===== config.mk =====
export PLATFORM = sky130hd
export DESIGN_NAME = neuron_accumulate_activate
export DESIGN_NICKNAME = d
export VERILOG_FILES = /design/src/rtl/neuron_accumulate_activate.sv
export SDC_FILE = /design/constraint.sdc
export NUM_CORES = 1
export LEC_CHECK = 0
export BUFFER_PORTS_ARGS = -buffer_cell sky130_fd_sc_hd__buf_4
export CAP_MARGIN = 20
export CORE_MARGIN = 2
export CORE_UTILIZATION = 57
export CTS_CLUSTER_SIZE = 8
export DETAILED_ROUTE_END_ITERATION = 12
export PLACE_DENSITY = 0.79
export SYNTH_ARGS = -nofsm -noshare
export SYNTH_HDL_FRONTEND = slang
export SYNTH_SLANG_ARGS = --single-unit

===== constraint.sdc =====
create_clock -name clk -period 4.15 [get_ports clk]
set_clock_uncertainty 0.1 [all_clocks]
set_input_delay 0.83 -clock clk [delete_from_list [all_inputs] [get_ports clk]]
set_output_delay 0.83 -clock clk [all_outputs]
set_load 0.02 [all_outputs]

===== src/rtl/neuron_accumulate_activate.sv =====
// Accumulates signed synapse partial sums per neuron on top of a bias, then
// presents a saturated 8-bit pre-activation and a binary activation.
module neuron_accumulate_activate #(
    parameter int unsigned SUM_W      = 7,
    parameter int unsigned ACC_W      = 12,
    parameter int unsigned MAX_CHUNKS = 31
) (
    input  logic                    clk,
    input  logic                    rst,
    input  logic signed [SUM_W-1:0] in_sum,
    input  logic                    in_valid,
    input  logic                    in_last,
    output logic                    in_ready,
    input  logic signed [7:0]       bias,
    input  logic                    bias_we,
    output logic                    out_valid,
    input  logic                    out_ready,
    output logic signed [7:0]       out_preact,
    output logic                    out_act,
    output logic [4:0]              out_count,
    output logic                    out_trunc
);

    // Accumulator is widened beyond ACC_W when the worst-case sum needs it, so it can never wrap.
    localparam int unsigned SUM_MAG = 1 << (SUM_W - 1);
    localparam int unsigned NEED_W  = $clog2(128 + MAX_CHUNKS * SUM_MAG + 1) + 1;
    localparam int unsigned AW      = (ACC_W > NEED_W) ? ACC_W : NEED_W;
    localparam int unsigned CNT_W   = $clog2(MAX_CHUNKS + 1);

    localparam logic [CNT_W-1:0]     CNT_MAX = CNT_W'(MAX_CHUNKS);
    localparam logic signed [AW-1:0] SAT_HI  = AW'(127);
    localparam logic signed [AW-1:0] SAT_LO  = AW'(-128);

    typedef enum logic [1:0] {
        IDLE = 2'd0,
        ACC  = 2'd1,
        HOLD = 2'd2
    } state_t;

    state_t                 state_q, state_d;
    logic signed [AW-1:0]   acc_q, acc_d;
    logic [CNT_W-1:0]       cnt_q, cnt_d;
    logic signed [7:0]      bias_q, bias_d;
    logic                   ov_d, oa_d, ot_d;
    logic signed [7:0]      op_d;
    logic [4:0]             oc_d;

    logic                   accept;
    logic signed [AW-1:0]   upd_acc;
    logic [CNT_W-1:0]       upd_cnt;
    logic                   closing;
    logic signed [7:0]      sat;

    assign in_ready = (state_q != HOLD) && !rst;
    assign accept   = in_valid && in_ready;

    // Candidate accumulator/count if the current chunk is taken.
    always_comb begin
        upd_acc = ((state_q == IDLE) ? AW'(bias_q) : acc_q) + AW'(in_sum);
        upd_cnt = ((state_q == IDLE) ? '0 : cnt_q) + CNT_W'(1);
        closing = in_last || (upd_cnt == CNT_MAX);
        if (upd_acc > SAT_HI) begin
            sat = 8'sd127;
        end else if (upd_acc < SAT_LO) begin
            sat = -8'sd128;
        end else begin
            sat = 8'(upd_acc);
        end
    end

    always_comb begin
        state_d = state_q;
        acc_d   = acc_q;
        cnt_d   = cnt_q;
        bias_d  = bias_we ? bias : bias_q;
        ov_d    = out_valid;
        op_d    = out_preact;
        oa_d    = out_act;
        oc_d    = out_count;
        ot_d    = out_trunc;
        case (state_q)
            IDLE, ACC: begin
                if (accept) begin
                    acc_d = upd_acc;
                    cnt_d = upd_cnt;
                    if (closing) begin
                        state_d = HOLD;
                        ov_d    = 1'b1;
                        op_d    = sat;
                        oa_d    = !upd_acc[AW-1] && (upd_acc != '0);
                        oc_d    = 5'(upd_cnt);
                        ot_d    = !in_last;
                    end else begin
                        state_d = ACC;
                    end
                end
            end
            HOLD: begin
                if (out_ready) begin
                    state_d = IDLE;
                    ov_d    = 1'b0;
                end
            end
            default: state_d = IDLE;
        endcase
    end

    always_ff @(posedge clk) begin
        if (rst) begin
            state_q    <= IDLE;
            acc_q      <= '0;
            cnt_q      <= '0;
            bias_q     <= '0;
            out_valid  <= 1'b0;
            out_preact <= '0;
            out_act    <= 1'b0;
            out_count  <= '0;
            out_trunc  <= 1'b0;
        end else begin
            state_q    <= state_d;
            acc_q      <= acc_d;
            cnt_q      <= cnt_d;
            bias_q     <= bias_d;
            out_valid  <= ov_d;
            out_preact <= op_d;
            out_act    <= oa_d;
            out_count  <= oc_d;
            out_trunc  <= ot_d;
        end
    end

endmodule


==> impl_metrics.csv, run 1 <==
group,metric,value,unit
routing,drcViolationCount,0,
clocking,cts_setup_buffers,0,
synth,synthesis.area,2654,um2
layout,layout_common_cells,"nand2_1, dfxtp_1, buf_4",
synth,synthAdderAreaFrac,8.298,%
global_route,overflow,0,
setup_path,critPathMaxFanout,15,
clocking,ctsResizeCount,0,
routing,drt-vias-per-instance,5.876,
synth,syn_avg_cell_area,8.267,um2
synth,synth-seq-cells,44,
clocking,insertion_delay,0.30,ns
setup_path,cpMostUsedCell,"nand2_1",
power_and_ir_drop,p_sw_share,30.98,%
setup_path,crit_type,"reg -> reg",
synth,muxShareOfSynthArea,4.573,%
die,rows,24,
routing,vias,2362,
setup_path,reg2reg_depth,13,
placement,dp_hpwl,4453,um
synth,synth_nets,359,
setup_path,cp_num_buf_inv,1,
clocking,cts_buffers,5,
synth,yosys_warnings,0,
setup_path,critPathCaptureType,"flip-flop",
synth,synth.yosys.seq_area_share,33.19,%
placement,port_buffers,37,
synth,synth_top_family_by_area,"compound AO/OA/AOI/OAI gates",
clocking,hold_buffers,0,
clocking,cts-root-buf,"clkbuf_8",
global_route,grt_pass1_wl,10410,um
die,dieWidth,72.24,um
layout,final_nets,387,
clocking,h-tree-depth,2,
power_and_ir_drop,power_per_cell_area,363.1,nW/um2
die,ios,38,
synth,synth_area_leaders,"dfxtp_1, nand2_1, ha_1",
synth,yosys.area_share.simple,18.67,%
setup_path,crit_chain,"or2_1 > nand2_1 > nand2_1 > ha_1 > inv_1 > fa_1 > nand3b_2 > a21oi_2 > a21oi_1 > a211oi_2 > xor2_1 > a2bb2oi_4 > o32ai_1",
setup_path,cp.required,4.21,ns
power_and_ir_drop,irDropWorstVdd,0.2467,mV
power_and_ir_drop,p_switching,0.0003401,W
layout,fin_area,3023,um2
die,die_area,5218,um2
global_route,first_global_vias,2271,
power_and_ir_drop,seqPwrFrac,42.7,%
layout,layout-drive-gt1-share,17.43,%
timing,finalSetupViolations,0,
setup_path,arrival,3.57,ns
routing,drt_iter0_markers,139,
placement,place_area,2915,um2
hold_path,min_to,"acc_q[10]",
timing,tns,0,ns
die,die_h,72.24,um
setup_path,reg2reg_slack,0.64,ns
timing,worstMarginPinSlew,0.8177,ns
power_and_ir_drop,leakagePower,1.305,nW
synth,synth.distinct_cells,52,
die,core_region_area,4414,um2
setup_path,startpoint_type,"flip-flop",
timing,fin_crit_sh,84.51,%
clocking,cts_tree,"yes",
clocking,cts.sinks,44,
global_route,grt_use_total,25.27,%
hold_path,hold_class,"reg -> reg",
timing,fin_crit,3.507,ns
placement,gp_congestion,0.8660,
timing,timing.hold.ws,0.3563,ns
status,outcome,"completed",
power_and_ir_drop,power_frac_comb,27.6,%
power_and_ir_drop,intPower,0.0007575,W
synth,synth-xor-area-share,6.176,%
synth,synth.largest_area_cell,"dfxtp_1",
clocking,cts_buffer_depth,2,
power_and_ir_drop,clkPwrFrac,29.7,%
routing,wl,6215,um
global_route,grt_max_degree,49,
hold_path,hold_depth,2,
synth,syn-instance-count,321,
layout,syn_to_final_growth,13.91,%
layout,fillers,379,
routing,first_pass_iters,4,
timing,slew_viol_final,0,
layout,mostFrequentLayoutCell,"nand2_1",
routing,antenna_left,0,
die,initial_core_util,60.12,%
hold_path,min-delay-start,"acc_q[10]",
timing,hold_viol_final,0,
global_route,antenna_found_initial,0,
setup_path,r2r-start,"state_q[1]",
timing,rsz0062_at_grt,"no",
setup_path,path_delay_family,"compound AO/OA/AOI/OAI gates",
run,drv_cap,0,
synth,synth-compound-area-share,24.47,%
setup_path,max_stage_delay,0.48,ns
layout,antenna-diode-count,0,
setup_path,r2r-end,"out_preact[6]",
routing,wl_per_cell,15.46,um
timing,relSlewSlack,45.48,%
clocking,path_clk_slew,0.08,ns
setup_path,cpMaxStageDelayCell,"or2_1",
timing,max_freq,285.1,MHz
synth,yosys.area.top_type_share,33.19,%
[flip-flops by register name (all words and copies together), names as in the netlist]
signal      flops
out_count       5
out_preact      8
acc_q          13
out_trunc       1
cnt_q           5
bias_q          8
out_valid       1
state_q         2
out_act         1
[power groups by stage]
stage          Combinational (W)  Sequential (W)  Clock (W)
2_1_floorplan           0.000211        0.000488          0
3_3_place_gp            0.000292        0.000477          0
3_5_place_dp            0.000298        0.000478          0
4_1_cts                 0.000301        0.000468   0.000330
5_1_grt                 0.000333        0.000472   0.000347
6_report                0.000303        0.000468   0.000326
[area by class of cell]
cell class                 count  area (um2)  area share (%)
inverter                       5       18.77          0.6209
clock buffer                   6       72.57           2.401
timing repair buffer          40       300.3           9.934
tap                           52       65.06           2.152
clock inverter                 2       35.03           1.159
sequential                    44       880.8           29.14
multi-input combinational    253        1650           54.59
[worst reg2reg max path, cell delays in order (launching register included)]
cell and delay, ns:
dfxtp_1 0.41, or2_1 0.48, nand2_1 0.10, nand2_1 0.08
ha_1 0.18, inv_1 0.06, fa_1 0.40, nand3b_2 0.26
a21oi_2 0.17, a21oi_1 0.07, a211oi_2 0.32, xor2_1 0.35
a2bb2oi_4 0.26, o32ai_1 0.11
[logic make-up (layout without fill, tap and decap cells)]
kind of cell / after synthesis / after routing
buf+inv: 24 / 53
mux: 12 / 12
simple gates: 115 / 115
fa+ha+maj: 17 / 17
xor+xnor: 17 / 17
compound gates: 92 / 92
flops: 44 / 44
[per-stage QoR]
step / setup WS (ns) / util (%) / power [W] / cells
floorplan: 0.8897 / - / 0.0006990 / 321
global placement: 0.7760 / 66.04 / 0.0007693 / 394
detailed placement: 0.6605 / 66.04 / 0.0007762 / 394
CTS: 0.6469 / 68.48 / 0.001100 / 402
global route: 0.3813 / 68.48 / 0.001152 / 402
finish: 0.6428 / 68.48 / 0.001098 / 402
[routing by layer]
layer	GRT usage (%)	wire length [um]	vias to the layer above
li1	-	-	1180
met1	34.52	2961	1107
met2	40.57	2809	66
met3	5.278	370	9
met4	6.918	74	0
met5	0	0	-
[how the worst max path moves through the flow]
stage / start / endpoint / depth (start not counted)
final: state_q[1] / out_preact[6] / 13
after global routing: state_q[1] / out_preact[3] / 13
after CTS: state_q[1] / out_preact[5] / 13
after detailed placement: state_q[1] / out_preact[2] / 13
after global placement: state_q[1] / out_preact[1] / 13
after floorplan: state_q[1] / out_preact[1] / 15
[cells in the mapped netlist (all sizes together)]
library cell / instances
nand2: 56
dfxtp: 44
nor2: 37
a21oi: 28
o21ai: 18
ha: 16
a211oi: 12
mux2i: 11
xnor2: 11
clkbuf: 10
buf: 9
a21o: 7
o32ai: 7
xor2: 6
inv: 5
and2: 4
and3: 3
nand3: 3
nor3: 3
o21a: 3
o21bai: 3
a2111oi: 2
a21boi: 2
a31oi: 2
a41oi: 2
nor2b: 2
a22o: 1
a22oi: 1
a2bb2oi: 1
a31o: 1
fa: 1
mux2: 1
nand2b: 1
nand3b: 1
nand4: 1
nor4: 1
nor4b: 1
o211ai: 1
o311ai: 1
or2: 1
or3: 1
No activity file was read; power rests on OpenSTA's default activity.
==> run 2, diff against run 1 <==
Settings changed: ABC_AREA set to 1, CORE_UTILIZATION 57 to 58, PLACE_DENSITY 0.79 to 0.8.
Clock period 4.15 ns to 3.45 ns, I/O delays scaled along.
==> run 2 against run 1 <==
Effect of this change:
- sequential cell count did not move
- die area rose by 8.9%
- via count rose by 30%
- count of clock-buffer cells in the layout did not move
- first-iteration DRC count rose by 60%
- combinational power rose by 66%
- global-route usage rose by 2.1 points
- cell count rose by 45%
- utilization rose by 1.9 points
- register-to-register slack got worse by 0.35 ns
- largest power group unchanged
- highest routed layer unchanged
==> impl_metrics.csv, run 2 <==
group,metric,value,unit
layout,regMostFlops,"acc_q",
timing,relSlewSlack,51.94,%
placement,place_area,3283,um2
routing,antenna_left,0,
hold_path,hold_class,"reg -> reg",
timing,slew_viol_final,0,
layout,mostFrequentLayoutCell,"nand2_1",
setup_path,critPathCaptureType,"flip-flop",
layout,layout-drive-gt1-share,12.60,%
die,dieWidth,75.38,um
timing,fin_crit,3.153,ns
clocking,path_clk_slew,0.08,ns
synth,synth-compound-area-share,14.31,%
layout,finish.utilization,70.34,%
routing,wl,7285,um
setup_path,startpoint_type,"flip-flop",
timing,worstMarginPinSlew,0.7201,ns
run,drv_cap,0,
synth,yosys.area_share.simple,35.27,%
layout,largest_reg_flops,13,
synth,muxShareOfSynthArea,0,%
clocking,cts_buffer_depth,2,
timing,max_freq,317.1,MHz
placement,port_buffers,37,
synth,synth.distinct_cells,31,
power_and_ir_drop,leakagePower,1.825,nW
routing,first_pass_iters,4,
synth,synth.yosys.seq_area_share,29.81,%
layout,antenna-diode-count,0,
setup_path,critPathMaxFanout,8,
synth,syn-instance-count,476,
layout,stdcell_count,583,
setup_path,crit_type,"reg -> reg",
global_route,first_global_vias,2753,
layout,final_nets,554,
placement,dp_hpwl,5615,um
global_route,grt_pass1_wl,11960,um
synth,synth_area_leaders,"dfxtp_1, nand2_1, inv_1",
layout,layout_common_cells,"nand2_1, inv_1, nor2_1",
setup_path,arrival,3.26,ns
synth,yosys.area.top_type_share,29.81,%
timing,finalSetupViolations,0,
setup_path,cp.required,3.55,ns
synth,synth_top_family_by_area,"simple AND/OR/NAND/NOR gates",
die,core_region_area,4817,um2
synth,synth-xor-area-share,0.2964,%
synth,synthAdderAreaFrac,7.451,%
synth,syn_avg_cell_area,6.209,um2
synth,yosys_warnings,0,
synth,synth_commonest_cells,"nand2_1, inv_1, nor2_1",
clocking,cts.sinks,44,
timing,timing.hold.ws,0.3628,ns
global_route,overflow,0,
synth,synth-seq-cells,44,
global_route,grt_use_total,27.37,%
die,rows,25,
die,die_h,75.38,um
global_route,grt_max_degree,26,
die,ios,38,
synth,synth.largest_area_cell,"dfxtp_1",
timing,hold_viol_final,0,
routing,vias,3070,
routing,drt_iter0_markers,222,
synth,synthMostInstantiatedCell,"nand2_1",
clocking,insertion_delay,0.30,ns
layout,reg_top3,"acc_q: 13 flops, bias_q: 8 flops, out_preact: 8 flops",
synth,synthesis.area,2955,um2
clocking,hold_buffers,0,
routing,drcViolationCount,0,
layout,fin_area,3388,um2
power_and_ir_drop,power_per_cell_area,406.6,nW/um2
status,outcome,"completed",
placement,gp_congestion,1.021,
clocking,cts-root-buf,"clkbuf_8",
die,die_area,5682,um2
routing,wl_per_cell,12.50,um
global_route,antenna_found_initial,0,
placement,dp.cells,573,
power_and_ir_drop,irDropWorstVdd,0.3228,mV
routing,drt-vias-per-instance,5.266,
timing,rsz0062_at_grt,"no",
timing,tns,0,ns
synth,synth_top_flop_cell,"dfxtp_1",
layout,syn_to_final_growth,14.65,%
synth,synth-edff-count,0,
timing,fin_crit_sh,91.40,%
clocking,cts_buffers,5,
clocking,cts_tree,"yes",
synth,synth_nets,514,
synth,async_reset_ff_share,0,%
setup_path,reg2reg_slack,0.30,ns
die,initial_core_util,61.35,%
clocking,h-tree-depth,2,
run 2: cell types whose count changed after synthesis, moves of 7 or more:
cell / change
o21ai_0: +14
mux2i_1: -11
xnor2_1: -8
nand4_1: +7
nand3_1: +33
nand2_1: +75
nor2_1: +25
a21o_1: -7
inv_1: +75
a211oi_1: -10
run 2: report_power, final:
part	leakage (nW)	switching (W)	total [W]	internal, W
sequential	0.362	0.0000190	0.000562	0.000543
clock	0.0410	0.000174	0.000312	0.000138
combinational	1.42	0.000329	0.000504	0.000175
total	1.83	0.000521	0.00138	0.000856
run 2: cell families (layout without fill, tap and decap cells):
group / Yosys count / after routing
buf+inv: 94 / 134
simple gates: 248 / 248
flops: 44 / 44
compound gates: 72 / 72
xor+xnor: 1 / 1
fa+ha+maj: 17 / 17
run 2: layer usage:
| metal | vias to the layer above | wire, um | GRT usage, % | share of wire, % |
|---|---|---|---|---|
| met5 | - | 0 | 0 | 0 |
| met4 | 0 | 86 | 6.238 | 1.2 |
| met3 | 8 | 253 | 5.820 | 3.5 |
| met2 | 72 | 3483 | 46.86 | 48 |
| met1 | 1399 | 3462 | 35.45 | 48 |
| li1 | 1591 | - | - | - |
run 2: cell type report:
cell class | instances | area, um2
inverters | 83 | 316.6
clock inverters | 1 | 5.005
clock buffers | 6 | 72.57
repair buffers | 44 | 330.3
well taps | 67 | 83.83
fillers | 468 | 1429
multi-input cells | 338 | 1699
flip-flops and latches | 44 | 880.8
run 2: metrics by stage:
stage	total power [W]	worst slack, ns
after floorplan	0.0009290	0.5076
after global placement	0.001054	0.1863
after detailed placement	0.001062	0.1317
after CTS	0.001369	0.1011
after global routing	0.001472	0.01890
final	0.001378	0.2966
run 2: repair_timing:
item / 4_1_cts / 5_1_grt
setup buffers: 0 / 3
gates resized for setup: 0 / 1
setup endpoints to repair: 0 / 8
run 2: worst paths after layout:
| check | end | depth (start not counted) | start |
|---|---|---|---|
| max | out_preact[4] | 20 | state_q[0] |
| min | acc_q[0] | 2 | acc_q[0] |
| max reg2reg | out_preact[4] | 20 | state_q[0] |
| min reg2reg | acc_q[0] | 2 | acc_q[0] |
run 2: worst max-delay path: stages, from the launching register on:
cell,delay (ns)
dfxtp_1,0.36
nor2_4,0.24
nand2_1,0.07
o21ai_0,0.12
ha_1,0.31
inv_1,0.08
fa_1,0.39
inv_1,0.13
nand3_1,0.12
nand2_1,0.16
nand2_1,0.09
nand2_1,0.08
nand2_1,0.05
nand2_1,0.10
nand3_1,0.11
nor2_1,0.10
nand3_1,0.09
nand3_2,0.15
nand3_1,0.10
nand2_1,0.07
inv_1,0.03
